**config.mk**
```make
export PLATFORM = sky130hd
export DESIGN_NAME = pc_fetch_ctrl_flat
export DESIGN_NICKNAME = d
export VERILOG_FILES = /design/src/rtl/pc_fetch_if.sv /design/src/rtl/pc_fetch_ctrl.sv /design/src/flat_wrapper.sv
export SDC_FILE = /design/constraint.sdc
export NUM_CORES = 1
export LEC_CHECK = 0
export BUFFER_PORTS_ARGS = -buffer_cell sky130_fd_sc_hd__buf_2
export CORE_UTILIZATION = 45
export DETAILED_ROUTE_END_ITERATION = 16
export PLACE_DENSITY = 0.68
export SYNTH_ARGS = -nofsm -noshare
export SYNTH_HDL_FRONTEND = slang
export SYNTH_SLANG_ARGS = --single-unit
export TNS_END_PERCENT = 30
```
**constraint.sdc**
```tcl
create_clock -name clk -period 4.2 [get_ports clk]
set_input_delay 0.63 -clock clk [delete_from_list [all_inputs] [get_ports clk]]
set_output_delay 0.63 -clock clk [all_outputs]
set_load 0.01 [all_outputs]
```
**src/rtl/pc_fetch_if.sv**
```systemverilog
// pc_fetch_if: bundles the fetch-control handshake between the sequencer
// (decoder/lookup side, plus the testbench) and pc_fetch_ctrl.
//   master: drives start/stall/branch_en/taken/rel/target/halt,
//           observes prog_ctr/running/done/cycle_cnt
//   slave : the pc_fetch_ctrl side (mirror image)
interface pc_fetch_if #(
  parameter int D  = 12,
  parameter int CW = 16
);
  logic          start;
  logic          stall;
  logic          branch_en;
  logic          taken;
  logic          rel;
  logic [D-1:0]  target;
  logic          halt;
  logic [D-1:0]  prog_ctr;
  logic          running;
  logic          done;
  logic [CW-1:0] cycle_cnt;

  modport master (
    output start, stall, branch_en, taken, rel, target, halt,
    input  prog_ctr, running, done, cycle_cnt
  );

  modport slave (
    input  start, stall, branch_en, taken, rel, target, halt,
    output prog_ctr, running, done, cycle_cnt
  );
endinterface

```
**src/rtl/pc_fetch_ctrl.sv**
```systemverilog
// pc_fetch_ctrl: program counter and fetch sequencing stage.
// Consumes the branch-target lookup output plus decoder branch/halt flags
// and produces the next fetch address. Owns the IDLE/RUN/DONE handshake and
// a saturating count of clocks spent in RUN.
// Ports:
//   clk   - system clock, rising edge
//   reset - synchronous, active-high, dominates all inputs
//   bus   - pc_fetch_if slave: start, stall, branch_en, taken, rel, target,
//           halt in; prog_ctr, running, done, cycle_cnt out (all registered)
module pc_fetch_ctrl #(
  parameter int D  = 12,
  parameter int CW = 16
) (
  input logic          clk,
  input logic          reset,
  pc_fetch_if.slave    bus
);

  typedef enum logic [1:0] {
    IDLE = 2'd0,
    RUN  = 2'd1,
    DONE = 2'd2
  } state_t;

  state_t        state, state_nxt;
  logic [D-1:0]  pc_q, pc_nxt;
  logic [CW-1:0] cnt_q, cnt_nxt;
  logic          running_q, running_nxt;
  logic          done_q, done_nxt;

  // Counter sticks at all-ones instead of wrapping.
  function automatic logic [CW-1:0] sat_inc(input logic [CW-1:0] v);
    return (v == {CW{1'b1}}) ? v : v + CW'(1);
  endfunction

  // State and output registers
  always_ff @(posedge clk) begin
    if (reset) begin
      state     <= IDLE;
      pc_q      <= '0;
      cnt_q     <= '0;
      running_q <= 1'b0;
      done_q    <= 1'b0;
    end else begin
      state     <= state_nxt;
      pc_q      <= pc_nxt;
      cnt_q     <= cnt_nxt;
      running_q <= running_nxt;
      done_q    <= done_nxt;
    end
  end

  // Next-state logic: stall outranks halt, so a stalled halt is retried
  always_comb begin
    state_nxt = state;
    case (state)
      IDLE:    if (bus.start) state_nxt = RUN;
      RUN:     if (!bus.stall && bus.halt) state_nxt = DONE;
      DONE:    if (bus.start) state_nxt = RUN;
      default: state_nxt = IDLE;
    endcase
  end

  // Output / datapath logic
  always_comb begin
    pc_nxt      = pc_q;
    cnt_nxt     = cnt_q;
    running_nxt = (state_nxt == RUN);
    done_nxt    = (state_nxt == DONE);
    case (state)
      IDLE: begin
        pc_nxt = '0;
        if (bus.start) cnt_nxt = '0;
      end
      RUN: begin
        // Every RUN edge counts, stalls and the halting edge included.
        cnt_nxt = sat_inc(cnt_q);
        if (!bus.stall && !bus.halt) begin
          if (bus.branch_en && bus.taken) begin
            // A D-bit add of the two's-complement offset is the signed
            // relative jump with the carry discarded.
            pc_nxt = bus.rel ? pc_q + bus.target : bus.target;
          end else begin
            pc_nxt = pc_q + D'(1);
          end
        end
      end
      DONE: begin
        if (bus.start) begin
          pc_nxt  = '0;
          cnt_nxt = '0;
        end
      end
      default: begin
        pc_nxt  = '0;
        cnt_nxt = '0;
      end
    endcase
  end

  assign bus.prog_ctr  = pc_q;
  assign bus.cycle_cnt = cnt_q;
  assign bus.running   = running_q;
  assign bus.done      = done_q;

endmodule

```
**src/flat_wrapper.sv**
```systemverilog
// flat-port wrapper written by rule: the top's interface ports become plain ports
module pc_fetch_ctrl_flat 
#(
  parameter int D  = 12,
  parameter int CW = 16
)
  (clk, reset, bus_start, bus_stall, bus_branch_en, bus_taken, bus_rel, bus_target, bus_halt, bus_prog_ctr, bus_running, bus_done, bus_cycle_cnt);
  pc_fetch_if #(.D(D), .CW(CW)) bus_i ();
  input logic clk;
  input logic reset;
  input wire logic [$bits(bus_i.start)-1:0] bus_start;
  input wire logic [$bits(bus_i.stall)-1:0] bus_stall;
  input wire logic [$bits(bus_i.branch_en)-1:0] bus_branch_en;
  input wire logic [$bits(bus_i.taken)-1:0] bus_taken;
  input wire logic [$bits(bus_i.rel)-1:0] bus_rel;
  input wire logic [$bits(bus_i.target)-1:0] bus_target;
  input wire logic [$bits(bus_i.halt)-1:0] bus_halt;
  output wire logic [$bits(bus_i.prog_ctr)-1:0] bus_prog_ctr;
  output wire logic [$bits(bus_i.running)-1:0] bus_running;
  output wire logic [$bits(bus_i.done)-1:0] bus_done;
  output wire logic [$bits(bus_i.cycle_cnt)-1:0] bus_cycle_cnt;
  assign bus_i.start = bus_start;
  assign bus_i.stall = bus_stall;
  assign bus_i.branch_en = bus_branch_en;
  assign bus_i.taken = bus_taken;
  assign bus_i.rel = bus_rel;
  assign bus_i.target = bus_target;
  assign bus_i.halt = bus_halt;
  assign bus_prog_ctr = bus_i.prog_ctr;
  assign bus_running = bus_i.running;
  assign bus_done = bus_i.done;
  assign bus_cycle_cnt = bus_i.cycle_cnt;
  pc_fetch_ctrl #(.D(D), .CW(CW)) u_core (.clk(clk), .reset(reset), .bus(bus_i));
endmodule
```
### After elaboration in Yosys (flattened, before gate mapping)

Cells that the tools add are included.

| word-level totals | value |
|---|---|
| register bits after elaboration | 32 |
| logic and storage cells | 37 |
| input bits | 20 |

| cells by class | value |
|---|---|
| equal/unequal tests | 9 |
| $add $sub $neg | 3 |
| reduce and logical (&&, ||, !) cells | 9 |
| mux-type cells | 11 |

Operators by type and width:

| kind | count |
|---|---|
| 12-bit 2-to-1 mux | 4 |
| 16-bit 2-to-1 mux | 2 |
| 16-bit one-hot mux with 2 select lines | 1 |
| 12-bit one-hot mux with 2 select lines | 1 |
| 16-bit by 1-bit adder with 16-bit output (second input constant) | 1 |
| 16-bit == test (second input constant) | 1 |
| 12-bit by 1-bit adder with 12-bit output (second input constant) | 1 |
| 12-bit adder | 1 |
| 2-bit by 1-bit == test with 1-bit output (second input constant) | 2 |
| 2-bit == test (second input constant) | 2 |
| 2-bit 2-to-1 mux | 2 |
| 2-bit by 1-bit != test with 1-bit output (second input constant) | 2 |
| 2-bit != test (second input constant) | 2 |
| 2-bit one-hot mux with 2 select lines | 1 |
| 2-bit AND reduction | 2 |
| 1-bit logical AND | 3 |
| 1-bit logical NOT | 2 |
| 2-bit logical NOT | 1 |
| 2-bit OR reduction | 1 |

### Logic depth before layout (Yosys ltp)

| depth | value |
|---|---|
| depth after elaboration | 5 |
| depth in mapped cells | 8 |
| mapped depth without buffers | 8 |

### Worst setup path after synthesis

No wires, ideal clock.

| path | value |
|---|---|
| path kind | input to register |
| start | in bus_target[0] |
| end | reg u_core.pc_q[8], in the netlist u_core.bus.prog_ctr[8] |
| library setup time | 0.086 ns |
| data arrival time | 2.440 ns |
| slack | 1.674 ns |
| path buffers | 0 |
| stages on the path | 8 |
| data required time | 4.114 ns |
| cell sequence | ha_1 fa_1 a211oi_1 o21bai_1 a2111oi_0 nor3_1 xnor2_1 a211oi_1 |

| on the way | value |
|---|---|
| word-level cells in the longest chain between the ends | 5 |

RTL lines:

| element | line | text |
|---|---|---|
| from (decl) | flat_wrapper.sv:16 | `input wire logic [$bits(bus_i.target)-1:0] bus_target;` |
| 12-bit adder | pc_fetch_ctrl.sv:82 | `pc_nxt = bus.rel ? pc_q + bus.target : bus.target;` |
| 12-bit 2-to-1 mux | pc_fetch_ctrl.sv:82 |  |
| 12-bit 2-to-1 mux | pc_fetch_ctrl.sv:79 | `if (bus.branch_en && bus.taken) begin` |
| 12-bit 2-to-1 mux | pc_fetch_ctrl.sv:78 | `if (!bus.stall && !bus.halt) begin` |
| 12-bit one-hot mux with 2 select lines | pc_fetch_ctrl.sv:70 | `case (state)` |
| to (signal assigned) | pc_fetch_ctrl.sv:46 | `pc_q <= pc_nxt;` |
| to (decl) | pc_fetch_ctrl.sv:26 | `logic [D-1:0] pc_q, pc_nxt;` |

No other way between the ends. The select of a mux whose other input is x is not followed.
A chain may end at the register's enable or synchronous reset.

### Worst setup path in the final report

Same ends and word-level chain as after synthesis.

==> flow_metrics.py <==
metrics = {
    "clock_tree": {
        "cts_tree": "yes",
        "cts-hold-fix-buffers": 0,
        "clockBufferDepth": 2,
        "post_cts_resized": 0,
        "insertion_delay_ns": 0.29,
        "cts_root_buf": "clkbuf_8",
        "cts_buffers": 5,
        "cts_max_level": 2,
        "cts_setup_buffers": 0,
        "clk_pin_slew_worst_paths_ns": 0.08,
        "cts.sinks": 32,
    },
    "power": {
        "power.share.clock": 0.381,
        "combinationalPowerShare": 0.139,
        "swShare": 0.295,
        "seqPwrFrac": 0.480,
        "switchingPower_mw": 0.193,
        "power_density_mw_per_mm2": 245,
        "p_leak_nw": 1.12,
        "peakVddDrop_mv": 0.191,
        "p_int_mw": 0.460,
    },
    "timing": {
        "post-route-period-util": 0.601,
        "worst_pin_slew_ns": 0.647,
        "finalHoldViolCount": 0,
        "slew_viol_final": 0,
        "setup_viol": 0,
        "rsz0062_at_grt": "false",
        "timing.fmax_mhz": 396,
        "tns_ns": 0,
        "period_needed_ns": 2.53,
        "clock-skew-final_ns": 0.00236,
        "setup_ws_ns": 1.67,
        "slew_headroom": 0.565,
    },
    "placed_design": {
        "port_buffers": 49,
        "gp_congestion": 0.833,
        "dp_hpwl_um": 4320,
        "dp.cells": 390,
        "dp_slack_ns": 1.40,
    },
    "finish": {
        "fin_util": 0.557,
        "final_common_cell": "buf_2",
        "layout.nets": 364,
        "finalNonFillerCells": 398,
        "area_growth_pct": 17.6,
        "n_antenna_cell": 0,
        "drive_gt1_frac": 0.202,
        "layout_common_cells": "buf_2 (49), dfxtp_1 (32), nor2_1 (28)",
    },
    "logic_synthesis": {
        "synthFlopType": "dfxtp_1",
        "syn_inst": 280,
        "synth_compound_area_frac": 0.255,
        "postSynthNetCount": 314,
        "synth_mux_area_frac": 0.0276,
        "async_flop_share": 0,
        "synthXorXnorAreaFrac": 0.0850,
        "synth_edf_count": 0,
        "synth-seq-cells": 32,
        "synth_top_family_by_area": "compound AO/OA/AOI/OAI gates",
        "synth_area_mm2": 0.00227,
        "synth_fa_ha_area_frac": 0.0806,
        "ys_seq_area_frac": 0.283,
        "synthDistinctLibCells": 52,
        "yosys_warnings": 0,
        "synthSimpleGateAreaFrac": 0.251,
        "synth.avg_cell_area_um2": 8.09,
    },
    "die": {
        "initial_utilization": 0.473,
        "core_mm2": 0.00479,
        "io_pins": 50,
        "dieArea_mm2": 0.00532,
        "die_x_um": 73.0,
        "dieHeight_um": 73.0,
        "rows": 25,
    },
    "critical_path": {
        "critPathMaxFanout": 3,
        "critPathTopFamily": "compound AO/OA/AOI/OAI gates",
        "crit_arrival_ns": 2.73,
        "crit_path_cell_trace": "buf_2 > ha_1 > fa_1 > a211oi_1 > o21bai_1 > a2111oi_0 > nor3_1 > xnor2_1 > a211oi_1",
        "worst-setup-path-type": "input pin to flop",
        "start_kind": "input pin",
        "cpPeakStageDelay_ns": 0.44,
        "cp-end-kind": "flop",
        "critPathBufInv": 1,
        "cp_common_cell": "a211oi_1",
        "cp_data_required_time_ns": 4.41,
        "cpMaxStageDelayCell": "fa_1",
    },
    "global_route": {
        "grt_pass1_wl_um": 9490,
        "grt_pass1_vias": 1985,
        "grt.total_usage": 0.232,
        "top_usage_layer": "met2",
        "met1_usage": 0.328,
        "met2_usage": 0.354,
        "grt_max_degree": 21,
        "grt_util_met3": 0.0428,
        "grt_overflow": 0,
        "grt_antenna_before_repair": 0,
    },
    "run": {
        "cap_violations": 0,
    },
    "routing": {
        "drtIter0Drc": 156,
        "vias_per_cell": 5.67,
        "drt-wirelength-per-cell_um": 14.6,
        "wl_um": 5800,
        "first_pass_iters": 4,
        "drc": 0,
        "vias": 2255,
        "ant_nets": 0,
    },
    "run_status": {
        "status": "finished, final reports clean",
    },
    "hold_path": {
        "hp-class": "flop to flop",
    },
}
## registers in the layout, indices dropped and copies added (netlist names)
name,count
u_core.bus.running,1
u_core.bus.prog_ctr,12
u_core.bus.cycle_cnt,16
u_core.bus.done,1
u_core.state,2
## layout make-up
class / instances / area [um2]
clock inverter: 3 / 23.8
multi-input combinational: 237 / 1580
fill: 459 / 2120
sequential: 32 / 641
timing repair buffer: 49 / 245
tap: 67 / 83.8
clock buffer: 5 / 68.8
inverter: 5 / 18.8
## metal layers
metal | up-vias | wire length (um) | share of wire
met3 | 6 | 270 | 0.047
met2 | 55 | 2540 | 0.44
met5 | - | 0 | 0
met1 | 1039 | 2910 | 0.50
li1 | 1155 | - | -
met4 | 0 | 73 | 0.013
## power groups by stage
| stage | Sequential (mW) | Combinational, mW | Clock, mW |
|---|---|---|---|
| floorplan | 0.321 | 0.0587 | 0 |
| global placement | 0.320 | 0.0894 | 0 |
| detailed placement | 0.320 | 0.0904 | 0 |
| CTS | 0.313 | 0.0908 | 0.255 |
| global route | 0.313 | 0.101 | 0.265 |
| finish | 0.313 | 0.0909 | 0.248 |
## cell usage after synthesis (all sizes together), types with 3 or more instances
master	number	area, um2
a211oi	9	77.6
a21o	7	52.6
a21oi	21	105
a221oi	3	26.3
and2	4	25.0
clkbuf	6	22.5
dfxtp	32	641
ha	13	163
inv	5	18.8
mux2i	4	40.0
nand2	24	90.1
nand2b	4	25.0
nand3	14	70.1
nand4	7	43.8
nor2	29	125
nor2b	4	25.0
nor3	11	60.1
nor4	3	25.0
o211ai	5	37.5
o21ai	18	90.1
o31ai	4	30.0
xnor2	10	87.6
xor2	12	105
## cell families after synthesis
kind of cell	after synthesis
AND/OR/NAND/NOR	110
multiplexers	6
adder cells (fa/ha/maj)	14
buffers and inverters	11
XOR/XNOR	22
flip-flops	32
AO/OA/AOI/OAI	85
## worst paths after layout
check / startpoint / to / slack, ns / cells after the start
setup / recovery: bus_target[0] / u_core.bus.prog_ctr[8] / 1.67 / 9
hold / removal: u_core.bus.cycle_cnt[6] / u_core.bus.cycle_cnt[6] / 0.50 / 2
setup reg to reg: u_core.bus.prog_ctr[0] / u_core.bus.prog_ctr[8] / 1.69 / 8
hold reg to reg: u_core.bus.cycle_cnt[6] / u_core.bus.cycle_cnt[6] / 0.50 / 2
## stage by stage
stage,power [mW],area (um2),hold WS [ns]
3_5_place_dp,0.410,2570,0.489
5_1_grt,0.679,2670,0.540
2_1_floorplan,0.379,2270,0.504
3_3_place_gp,0.409,2570,0.487
4_1_cts,0.658,2670,0.503
6_report,0.652,2670,0.499
## worst register-to-register path: cells and delay by family, from the launching register on
kind                       cells  cell delay (ns)
AOI/OAI and AO/OA              4             1.09
xor gates and xnor gates       1             0.14
DFF                            1             0.38
adders and majority gates      2             0.72
and+or+nand+nor                1             0.11
(Power assumes the default switching activity.)
